### src/rtl/ucontrol_sequencer_if.sv
`default_nettype none
// ============================================================================
// Module   : ucontrol_sequencer_if
// Brief    : Sequencer <-> datapath/control-store signal bundle.
// Revision : 1.0 - initial release
// ============================================================================
interface ucontrol_sequencer_if #(
    parameter int DATAWIDTH_MUX_SELECTION = 6,
    parameter int DATAWIDTH_ALU_SELECTION = 4,
    parameter int DATAWIDTH_CSADDR        = 11,
    parameter int DATAWIDTH_MIR           = 41
);
    logic [DATAWIDTH_MIR-1:0]           uControl_CSData_In;
    logic                               uControl_MemReady_InHigh;
    logic                               PSR_Negative_InHigh;
    logic                               PSR_Zero_InHigh;
    logic                               PSR_Overflow_InHigh;
    logic                               PSR_Carry_InHigh;
    logic [1:0]                         RegIR_OP;
    logic [4:0]                         RegIR_RD;
    logic [2:0]                         RegIR_OP2;
    logic [5:0]                         RegIR_OP3;
    logic [4:0]                         RegIR_RS1;
    logic                               RegIR_BIT13;
    logic [4:0]                         RegIR_RS2;
    logic [DATAWIDTH_CSADDR-1:0]        uControl_CSAddress_Out;
    logic [DATAWIDTH_MUX_SELECTION-1:0] MUX_SelectionBUSA_Out;
    logic [DATAWIDTH_MUX_SELECTION-1:0] MUX_SelectionBUSB_Out;
    logic [DATAWIDTH_MUX_SELECTION-1:0] Decoder_SelectionC_Out;
    logic                               uControl_RegWrite_OutHigh;
    logic [DATAWIDTH_ALU_SELECTION-1:0] ALU_Selection_Out;
    logic                               uControl_MemRD_OutHigh;
    logic                               uControl_MemWR_OutHigh;

    modport master (
        input  uControl_CSData_In, uControl_MemReady_InHigh,
        input  PSR_Negative_InHigh, PSR_Zero_InHigh, PSR_Overflow_InHigh, PSR_Carry_InHigh,
        input  RegIR_OP, RegIR_RD, RegIR_OP2, RegIR_OP3, RegIR_RS1, RegIR_BIT13, RegIR_RS2,
        output uControl_CSAddress_Out, MUX_SelectionBUSA_Out, MUX_SelectionBUSB_Out,
        output Decoder_SelectionC_Out, uControl_RegWrite_OutHigh, ALU_Selection_Out,
        output uControl_MemRD_OutHigh, uControl_MemWR_OutHigh
    );

    modport slave (
        output uControl_CSData_In, uControl_MemReady_InHigh,
        output PSR_Negative_InHigh, PSR_Zero_InHigh, PSR_Overflow_InHigh, PSR_Carry_InHigh,
        output RegIR_OP, RegIR_RD, RegIR_OP2, RegIR_OP3, RegIR_RS1, RegIR_BIT13, RegIR_RS2,
        input  uControl_CSAddress_Out, MUX_SelectionBUSA_Out, MUX_SelectionBUSB_Out,
        input  Decoder_SelectionC_Out, uControl_RegWrite_OutHigh, ALU_Selection_Out,
        input  uControl_MemRD_OutHigh, uControl_MemWR_OutHigh
    );
endinterface
`default_nettype wire

### src/rtl/ucontrol_sequencer.sv
`default_nettype none
// ============================================================================
// Module   : ucontrol_sequencer
// Brief    : Two-state microprogram sequencer (LOAD/EXEC) driving uDataPath.
// Revision : 1.0 - initial release
// ============================================================================
module ucontrol_sequencer #(
    parameter int                  DATAWIDTH_MUX_SELECTION = 6,
    parameter int                  DATAWIDTH_ALU_SELECTION = 4,
    parameter int                  DATAWIDTH_CSADDR        = 11,
    parameter int                  DATAWIDTH_MIR           = 41,
    parameter logic [10:0]         DATA_CSADDR_INIT        = 11'h000
) (
    input  wire logic              uControl_CLOCK_50,
    input  wire logic              uControl_Reset_InHigh,
    ucontrol_sequencer_if.master   bus
);
    localparam logic [0:0] c_LOAD = 1'b0;
    localparam logic [0:0] c_EXEC = 1'b1;

    logic [0:0]                         r_state;
    logic [DATAWIDTH_CSADDR-1:0]        r_csAddr;
    logic [DATAWIDTH_MIR-1:0]           r_mir;

    logic [DATAWIDTH_MUX_SELECTION-1:0] w_aSel;
    logic [DATAWIDTH_MUX_SELECTION-1:0] w_bSel;
    logic [DATAWIDTH_MUX_SELECTION-1:0] w_cSel;
    logic [DATAWIDTH_ALU_SELECTION-1:0] w_alu;
    logic                               w_rd;
    logic                               w_wr;
    logic [2:0]                         w_cond;
    logic [DATAWIDTH_CSADDR-1:0]        w_jaddr;
    logic [DATAWIDTH_CSADDR-1:0]        w_csarInc;
    logic [DATAWIDTH_CSADDR-1:0]        w_decodeAddr;
    logic [DATAWIDTH_CSADDR-1:0]        w_nextAddr;
    logic                               w_exec;
    logic                               w_memWait;
    logic                               w_retire;

    assign w_aSel  = r_mir[34] ? {1'b0, bus.RegIR_RS1} : r_mir[40:35];
    assign w_bSel  = r_mir[27] ? {1'b0, bus.RegIR_RS2} : r_mir[33:28];
    assign w_cSel  = r_mir[20] ? {1'b0, bus.RegIR_RD}  : r_mir[26:21];
    assign w_rd    = r_mir[19];
    assign w_wr    = r_mir[18];
    assign w_alu   = r_mir[17:14];
    assign w_cond  = r_mir[13:11];
    assign w_jaddr = r_mir[10:0];

    assign w_exec    = (r_state == c_EXEC);
    assign w_memWait = (w_rd | w_wr) & ~bus.uControl_MemReady_InHigh;
    assign w_retire  = w_exec & ~w_memWait;

    // Natural overflow of the 11-bit add gives the 0x7FF -> 0x000 wrap.
    assign w_csarInc = r_csAddr + {{(DATAWIDTH_CSADDR-1){1'b0}}, 1'b1};

    // Format-3 instructions (OP[1]=1) dispatch on OP3, the others on OP2.
    assign w_decodeAddr = bus.RegIR_OP[1] ? {1'b1, bus.RegIR_OP, bus.RegIR_OP3, 2'b00}
                                          : {1'b1, bus.RegIR_OP, bus.RegIR_OP2, 3'b000, 2'b00};

    always_comb begin
        w_nextAddr = w_csarInc;
        case (w_cond)
            3'b001:  w_nextAddr = bus.PSR_Negative_InHigh ? w_jaddr : w_csarInc;
            3'b010:  w_nextAddr = bus.PSR_Zero_InHigh     ? w_jaddr : w_csarInc;
            3'b011:  w_nextAddr = bus.PSR_Overflow_InHigh ? w_jaddr : w_csarInc;
            3'b100:  w_nextAddr = bus.PSR_Carry_InHigh    ? w_jaddr : w_csarInc;
            3'b101:  w_nextAddr = bus.RegIR_BIT13         ? w_jaddr : w_csarInc;
            3'b110:  w_nextAddr = w_jaddr;
            3'b111:  w_nextAddr = w_decodeAddr;
            default: w_nextAddr = w_csarInc;
        endcase
    end

    always_ff @(posedge uControl_CLOCK_50) begin
        if (uControl_Reset_InHigh) begin
            r_state  <= c_LOAD;
            r_csAddr <= DATA_CSADDR_INIT;
            r_mir    <= '0;
        end else begin
            case (r_state)
                c_LOAD: begin
                    r_mir   <= bus.uControl_CSData_In;
                    r_state <= c_EXEC;
                end
                default: begin
                    if (!w_memWait) begin
                        r_csAddr <= w_nextAddr;
                        r_state  <= c_LOAD;
                    end
                end
            endcase
        end
    end

    assign bus.uControl_CSAddress_Out    = r_csAddr;
    assign bus.MUX_SelectionBUSA_Out     = w_aSel;
    assign bus.MUX_SelectionBUSB_Out     = w_bSel;
    assign bus.Decoder_SelectionC_Out    = w_cSel;
    assign bus.ALU_Selection_Out         = w_alu;
    assign bus.uControl_MemRD_OutHigh    = w_exec & w_rd;
    assign bus.uControl_MemWR_OutHigh    = w_exec & w_wr;
    // A reset arriving in the retiring cycle aborts the register write.
    assign bus.uControl_RegWrite_OutHigh = w_retire & (w_cSel != '0) & ~uControl_Reset_InHigh;
endmodule
`default_nettype wire

### src/flat_wrapper.sv
// flat-port wrapper written by rule: the top's interface ports become plain ports
module ucontrol_sequencer_flat 
#(
    parameter int                  DATAWIDTH_MUX_SELECTION = 6,
    parameter int                  DATAWIDTH_ALU_SELECTION = 4,
    parameter int                  DATAWIDTH_CSADDR        = 11,
    parameter int                  DATAWIDTH_MIR           = 41,
    parameter logic [10:0]         DATA_CSADDR_INIT        = 11'h000
)
  (uControl_CLOCK_50, uControl_Reset_InHigh, bus_uControl_CSData_In, bus_uControl_MemReady_InHigh, bus_PSR_Negative_InHigh, bus_PSR_Zero_InHigh, bus_PSR_Overflow_InHigh, bus_PSR_Carry_InHigh, bus_RegIR_OP, bus_RegIR_RD, bus_RegIR_OP2, bus_RegIR_OP3, bus_RegIR_RS1, bus_RegIR_BIT13, bus_RegIR_RS2, bus_uControl_CSAddress_Out, bus_MUX_SelectionBUSA_Out, bus_MUX_SelectionBUSB_Out, bus_Decoder_SelectionC_Out, bus_uControl_RegWrite_OutHigh, bus_ALU_Selection_Out, bus_uControl_MemRD_OutHigh, bus_uControl_MemWR_OutHigh);
  ucontrol_sequencer_if #(.DATAWIDTH_MUX_SELECTION(DATAWIDTH_MUX_SELECTION), .DATAWIDTH_ALU_SELECTION(DATAWIDTH_ALU_SELECTION), .DATAWIDTH_CSADDR(DATAWIDTH_CSADDR), .DATAWIDTH_MIR(DATAWIDTH_MIR)) bus_i ();
  input  wire logic uControl_CLOCK_50;
  input  wire logic uControl_Reset_InHigh;
  input wire logic [$bits(bus_i.uControl_CSData_In)-1:0] bus_uControl_CSData_In;
  input wire logic [$bits(bus_i.uControl_MemReady_InHigh)-1:0] bus_uControl_MemReady_InHigh;
  input wire logic [$bits(bus_i.PSR_Negative_InHigh)-1:0] bus_PSR_Negative_InHigh;
  input wire logic [$bits(bus_i.PSR_Zero_InHigh)-1:0] bus_PSR_Zero_InHigh;
  input wire logic [$bits(bus_i.PSR_Overflow_InHigh)-1:0] bus_PSR_Overflow_InHigh;
  input wire logic [$bits(bus_i.PSR_Carry_InHigh)-1:0] bus_PSR_Carry_InHigh;
  input wire logic [$bits(bus_i.RegIR_OP)-1:0] bus_RegIR_OP;
  input wire logic [$bits(bus_i.RegIR_RD)-1:0] bus_RegIR_RD;
  input wire logic [$bits(bus_i.RegIR_OP2)-1:0] bus_RegIR_OP2;
  input wire logic [$bits(bus_i.RegIR_OP3)-1:0] bus_RegIR_OP3;
  input wire logic [$bits(bus_i.RegIR_RS1)-1:0] bus_RegIR_RS1;
  input wire logic [$bits(bus_i.RegIR_BIT13)-1:0] bus_RegIR_BIT13;
  input wire logic [$bits(bus_i.RegIR_RS2)-1:0] bus_RegIR_RS2;
  output wire logic [$bits(bus_i.uControl_CSAddress_Out)-1:0] bus_uControl_CSAddress_Out;
  output wire logic [$bits(bus_i.MUX_SelectionBUSA_Out)-1:0] bus_MUX_SelectionBUSA_Out;
  output wire logic [$bits(bus_i.MUX_SelectionBUSB_Out)-1:0] bus_MUX_SelectionBUSB_Out;
  output wire logic [$bits(bus_i.Decoder_SelectionC_Out)-1:0] bus_Decoder_SelectionC_Out;
  output wire logic [$bits(bus_i.uControl_RegWrite_OutHigh)-1:0] bus_uControl_RegWrite_OutHigh;
  output wire logic [$bits(bus_i.ALU_Selection_Out)-1:0] bus_ALU_Selection_Out;
  output wire logic [$bits(bus_i.uControl_MemRD_OutHigh)-1:0] bus_uControl_MemRD_OutHigh;
  output wire logic [$bits(bus_i.uControl_MemWR_OutHigh)-1:0] bus_uControl_MemWR_OutHigh;
  assign bus_i.uControl_CSData_In = bus_uControl_CSData_In;
  assign bus_i.uControl_MemReady_InHigh = bus_uControl_MemReady_InHigh;
  assign bus_i.PSR_Negative_InHigh = bus_PSR_Negative_InHigh;
  assign bus_i.PSR_Zero_InHigh = bus_PSR_Zero_InHigh;
  assign bus_i.PSR_Overflow_InHigh = bus_PSR_Overflow_InHigh;
  assign bus_i.PSR_Carry_InHigh = bus_PSR_Carry_InHigh;
  assign bus_i.RegIR_OP = bus_RegIR_OP;
  assign bus_i.RegIR_RD = bus_RegIR_RD;
  assign bus_i.RegIR_OP2 = bus_RegIR_OP2;
  assign bus_i.RegIR_OP3 = bus_RegIR_OP3;
  assign bus_i.RegIR_RS1 = bus_RegIR_RS1;
  assign bus_i.RegIR_BIT13 = bus_RegIR_BIT13;
  assign bus_i.RegIR_RS2 = bus_RegIR_RS2;
  assign bus_uControl_CSAddress_Out = bus_i.uControl_CSAddress_Out;
  assign bus_MUX_SelectionBUSA_Out = bus_i.MUX_SelectionBUSA_Out;
  assign bus_MUX_SelectionBUSB_Out = bus_i.MUX_SelectionBUSB_Out;
  assign bus_Decoder_SelectionC_Out = bus_i.Decoder_SelectionC_Out;
  assign bus_uControl_RegWrite_OutHigh = bus_i.uControl_RegWrite_OutHigh;
  assign bus_ALU_Selection_Out = bus_i.ALU_Selection_Out;
  assign bus_uControl_MemRD_OutHigh = bus_i.uControl_MemRD_OutHigh;
  assign bus_uControl_MemWR_OutHigh = bus_i.uControl_MemWR_OutHigh;
  ucontrol_sequencer #(.DATAWIDTH_MUX_SELECTION(DATAWIDTH_MUX_SELECTION), .DATAWIDTH_ALU_SELECTION(DATAWIDTH_ALU_SELECTION), .DATAWIDTH_CSADDR(DATAWIDTH_CSADDR), .DATAWIDTH_MIR(DATAWIDTH_MIR), .DATA_CSADDR_INIT(DATA_CSADDR_INIT)) u_core (.uControl_CLOCK_50(uControl_CLOCK_50), .uControl_Reset_InHigh(uControl_Reset_InHigh), .bus(bus_i));
endmodule
### config.mk
export PLATFORM = sky130hd
export DESIGN_NAME = ucontrol_sequencer_flat
export DESIGN_NICKNAME = d
export VERILOG_FILES = /design/src/rtl/ucontrol_sequencer_if.sv /design/src/rtl/ucontrol_sequencer.sv /design/src/flat_wrapper.sv
export SDC_FILE = /design/constraint.sdc
export NUM_CORES = 1
export LEC_CHECK = 0
export CAP_MARGIN = 20
export CORE_MARGIN = 8
export CORE_UTILIZATION = 44
export CTS_BUF_LIST = sky130_fd_sc_hd__clkbuf_8
export CTS_CLUSTER_SIZE = 12
export DETAILED_ROUTE_END_ITERATION = 10
export GPL_TIMING_DRIVEN = 0
export PLACE_DENSITY_LB_ADDON = 0.25
export SYNTH_ARGS = -nofsm -noshare
export SYNTH_HDL_FRONTEND = slang
export SYNTH_SLANG_ARGS = --single-unit
export TNS_END_PERCENT = 20
### constraint.sdc
create_clock -name uControl_CLOCK_50 -period 1.9 [get_ports uControl_CLOCK_50]
set_clock_uncertainty 0.15 [all_clocks]
set_input_delay 0.19 -clock uControl_CLOCK_50 [delete_from_list [all_inputs] [get_ports uControl_CLOCK_50]]
set_output_delay 0.19 -clock uControl_CLOCK_50 [all_outputs]
set_load 0.005 [all_outputs]
==> results of run 1 <==
-- path summary, 6_finish.rpt --
kind,to,from,depth (start not counted)
worst min register to register,u_core.bus.uControl_CSAddress_Out[6]$_SDFFE_PP0P_,u_core.r_mir[6]$_SDFFE_PP0N_,2
worst max register to register,u_core.bus.uControl_CSAddress_Out[7]$_SDFFE_PP0P_,u_core.r_mir[18]$_SDFFE_PP0N_,5
worst max-delay path,bus_Decoder_SelectionC_Out[2],u_core.r_mir[20]$_SDFFE_PP0N_,2
worst min-delay path,u_core.bus.uControl_CSAddress_Out[9]$_SDFFE_PP0P_,bus_RegIR_OP[1],3
-- critical path: stages (launching register included) --
cell and delay [ns]:
dfxtp_4 0.40, mux2_2 0.36, clkdlybuf4s50_1 0.45
-- state kept, by name, summed over array words and instances, names as in the netlist --
signal	flops
u_core.r_mir	41
u_core.bus.uControl_CSAddress_Out	11
u_core.r_state	1
-- repair_timing --
action / 4_1_cts / 5_1_grt
endpoints found under the hold margin: 1 / 0
resized for setup: 18 / 7
setup buffers: 1 / 1
hold buffers: 1 / 0
pin swaps: 1 / 3
endpoints found under the setup margin: 18 / 8
-- cell type report --
cell class	count	area, sq um
plain buffers	22	172.7
fillers	506	1893
clock inverters	1	3.754
repair buffers	111	1104
well taps	75	93.84
multi-input cells	201	1449
clock buffers	6	82.58
flip-flops and latches	53	1076
inverters	3	11.26
-- layer usage --
| metal | up-vias | GRT usage, % | wire (microns) |
|---|---|---|---|
| li1 | 1226 | - | - |
| met1 | 1143 | 19.38 | 3225 |
| met2 | 79 | 28.76 | 3624 |
| met3 | 6 | 4.237 | 436 |
| met4 | 0 | 4.624 | 78 |
| met5 | - | 0 | 0 |
-- synth_stat cells (2+ instances only) --
master    count
mux2_2       17
buf_2         3
or3_1         2
and4_1        2
nand3_1      10
o21bai_1      3
nand2_1       7
mux2i_1      42
inv_1         3
nand3b_1      2
buf_6         6
and3_1        3
dfxtp_1      53
a221o_1       2
nand4_1       3
o21ai_0       7
clkbuf_1     11
nor2_1       47
and2_1        2
a32oi_1       3
a22oi_1       4
o211ai_1      7
a21oi_1       8
or2b_1        2
a31o_2        4
a32o_1        2
buf_4         5
xor2_1        5
nor2b_1       4
-- where the power goes --
| part | internal [mW] | switching, mW |
|---|---|---|
| sequential | 1.18 | 0.0557 |
| combinational | 0.404 | 0.230 |
| clock | 0.284 | 0.346 |
| total | 1.87 | 0.632 |
-- metrics by stage --
stage | power, mW | hold slack [ns]
global placement | 1.876 | 0.2437
global route | 2.633 | 0.05843
floorplan | 1.564 | 0.1839
finish | 2.504 | 0.04686
CTS | 2.527 | 0.04814
detailed placement | 1.890 | 0.2470
-- cell families after synthesis --
logic type	Yosys count	synth area share, %
AO/OA/AOI/OAI	43	11.49
adder cells (fa/ha/maj)	1	0.4687
XOR/XNOR	6	1.969
AND/OR/NAND/NOR	92	16.92
buffers and inverters	28	6.470
flip-flops	53	39.76
multiplexers	59	22.93
==> flow_summary.json, run 1 <==
{
  "htreeDepth": 2,
  "worstPathArrival_ns": 1.51,
  "netlist_area_sq_mm": 0.002669,
  "cts-root-buf": "clkbuf_8",
  "outcome": "finished, final reports clean",
  "clk_pin_slew_worst_paths_ns": 0.09,
  "finalNonFillerCells": 472,
  "syn_area_per_cell_sq_um": 9.464,
  "p_leak_nw": 1.604,
  "dp_slack_ns": -0.2792,
  "core.rowCount": 28,
  "synth_edf_count": 0,
  "dp_hpwl_microns": 5789,
  "io_pins": 111,
  "grt_max_degree": 15,
  "powerDensity_mw_per_mm2": 627.2,
  "dr.first_iter.drc_count": 103,
  "final_max_slew_viol_count": 0,
  "netlist_instances": 282,
  "drive_gt1_share_pct": 14.61,
  "avgViaCountPerCell": 5.199,
  "ys_seq_area_share_pct": 39.76,
  "worstSkewPairLatency_ns": 0.30,
  "dpl.cell_count": 465,
  "synth_flop_cell": "dfxtp_1",
  "area_growth_pct": 49.60,
  "drt.antenna.violating_nets": 0,
  "finalCritPeriodShare_pct": 97.52,
  "critical_path_class": "reg -> out",
  "dr.pass1.iters": 4,
  "critPathMaxFanout": 6,
  "place.gp.congestion": 0.8347,
  "slew_headroom_pct": 57.51,
  "tns_ns": 0,
  "ys_types": 42,
  "fin_util_pct": 67.84,
  "async_reset_ff_share_pct": 0,
  "cts_made_buffers": 5,
  "core-area_sq_mm": 0.005886,
  "detail_route.wl_per_cell_microns": 15.60,
  "final_cell_mix": "clkdlybuf4s50_1, nor2_1, dfxtp_1, mux2i_1, mux2_2",
  "rsz0062_at_grt": "true",
  "clock.fmax_mhz": 539.7,
  "tightest_slew_ns": 0.6346,
  "vias": 2454,
  "cts.sinks": 53,
  "yosysTopAreaCellShare_pct": 39.76,
  "port_buffers": 108,
  "grt_pass1_vias": 2440,
  "drc": 0,
  "final.setup.worst_slack_ns": 0.04714,
  "reg2reg_slack_ns": 0.11,
  "cap_viol_max_count": 0,
  "final_area_sq_mm": 0.003993,
  "cts_tree": "built",
  "synth_nets": 358,
  "ir_drop_mv": 0.3435,
  "timing_hold_violations_final": 0,
  "overflow": 0,
  "yosysTopAreaCell": "dfxtp_1",
  "synth_area_leaders": "dfxtp_1, mux2i_1, mux2_2",
  "ys_seq_elements": 53,
  "die_area_sq_mm": 0.008813,
  "grt_antenna_before_repair": 0,
  "nNetsFinal": 473,
  "final-setup-viol-count": 0,
  "num_antenna_cells": 0,
  "worst_setup_path_end_kind": "output port",
  "crit_path_start_kind": "flip-flop",
  "die-width_microns": 93.88,
  "gr-usage-all-layers_pct": 16.50,
  "final_common_cell": "clkdlybuf4s50_1",
  "ys_warn_count": 0,
  "grt_pass1_wl_microns": 11800,
  "dpl_cell_area_sq_mm": 0.003844,
  "cts_buffer_depth": 2,
  "start_util_pct": 45.34,
  "hold_class": "in -> reg",
  "required_ns": 1.56,
  "wl_microns": 7365,
  "fp.dieH_microns": 93.88,
  "period_minus_slack_ns": 1.853
}
No activity file was read; power rests on OpenSTA's default activity.
==> run 2: changes to the inputs <==
Settings changed: ABC_CLOCK_PERIOD_IN_PS set to 1900.
==> results of run 2 <==
Same layout as run 1: the final DEF is identical, and so are final timing and power.
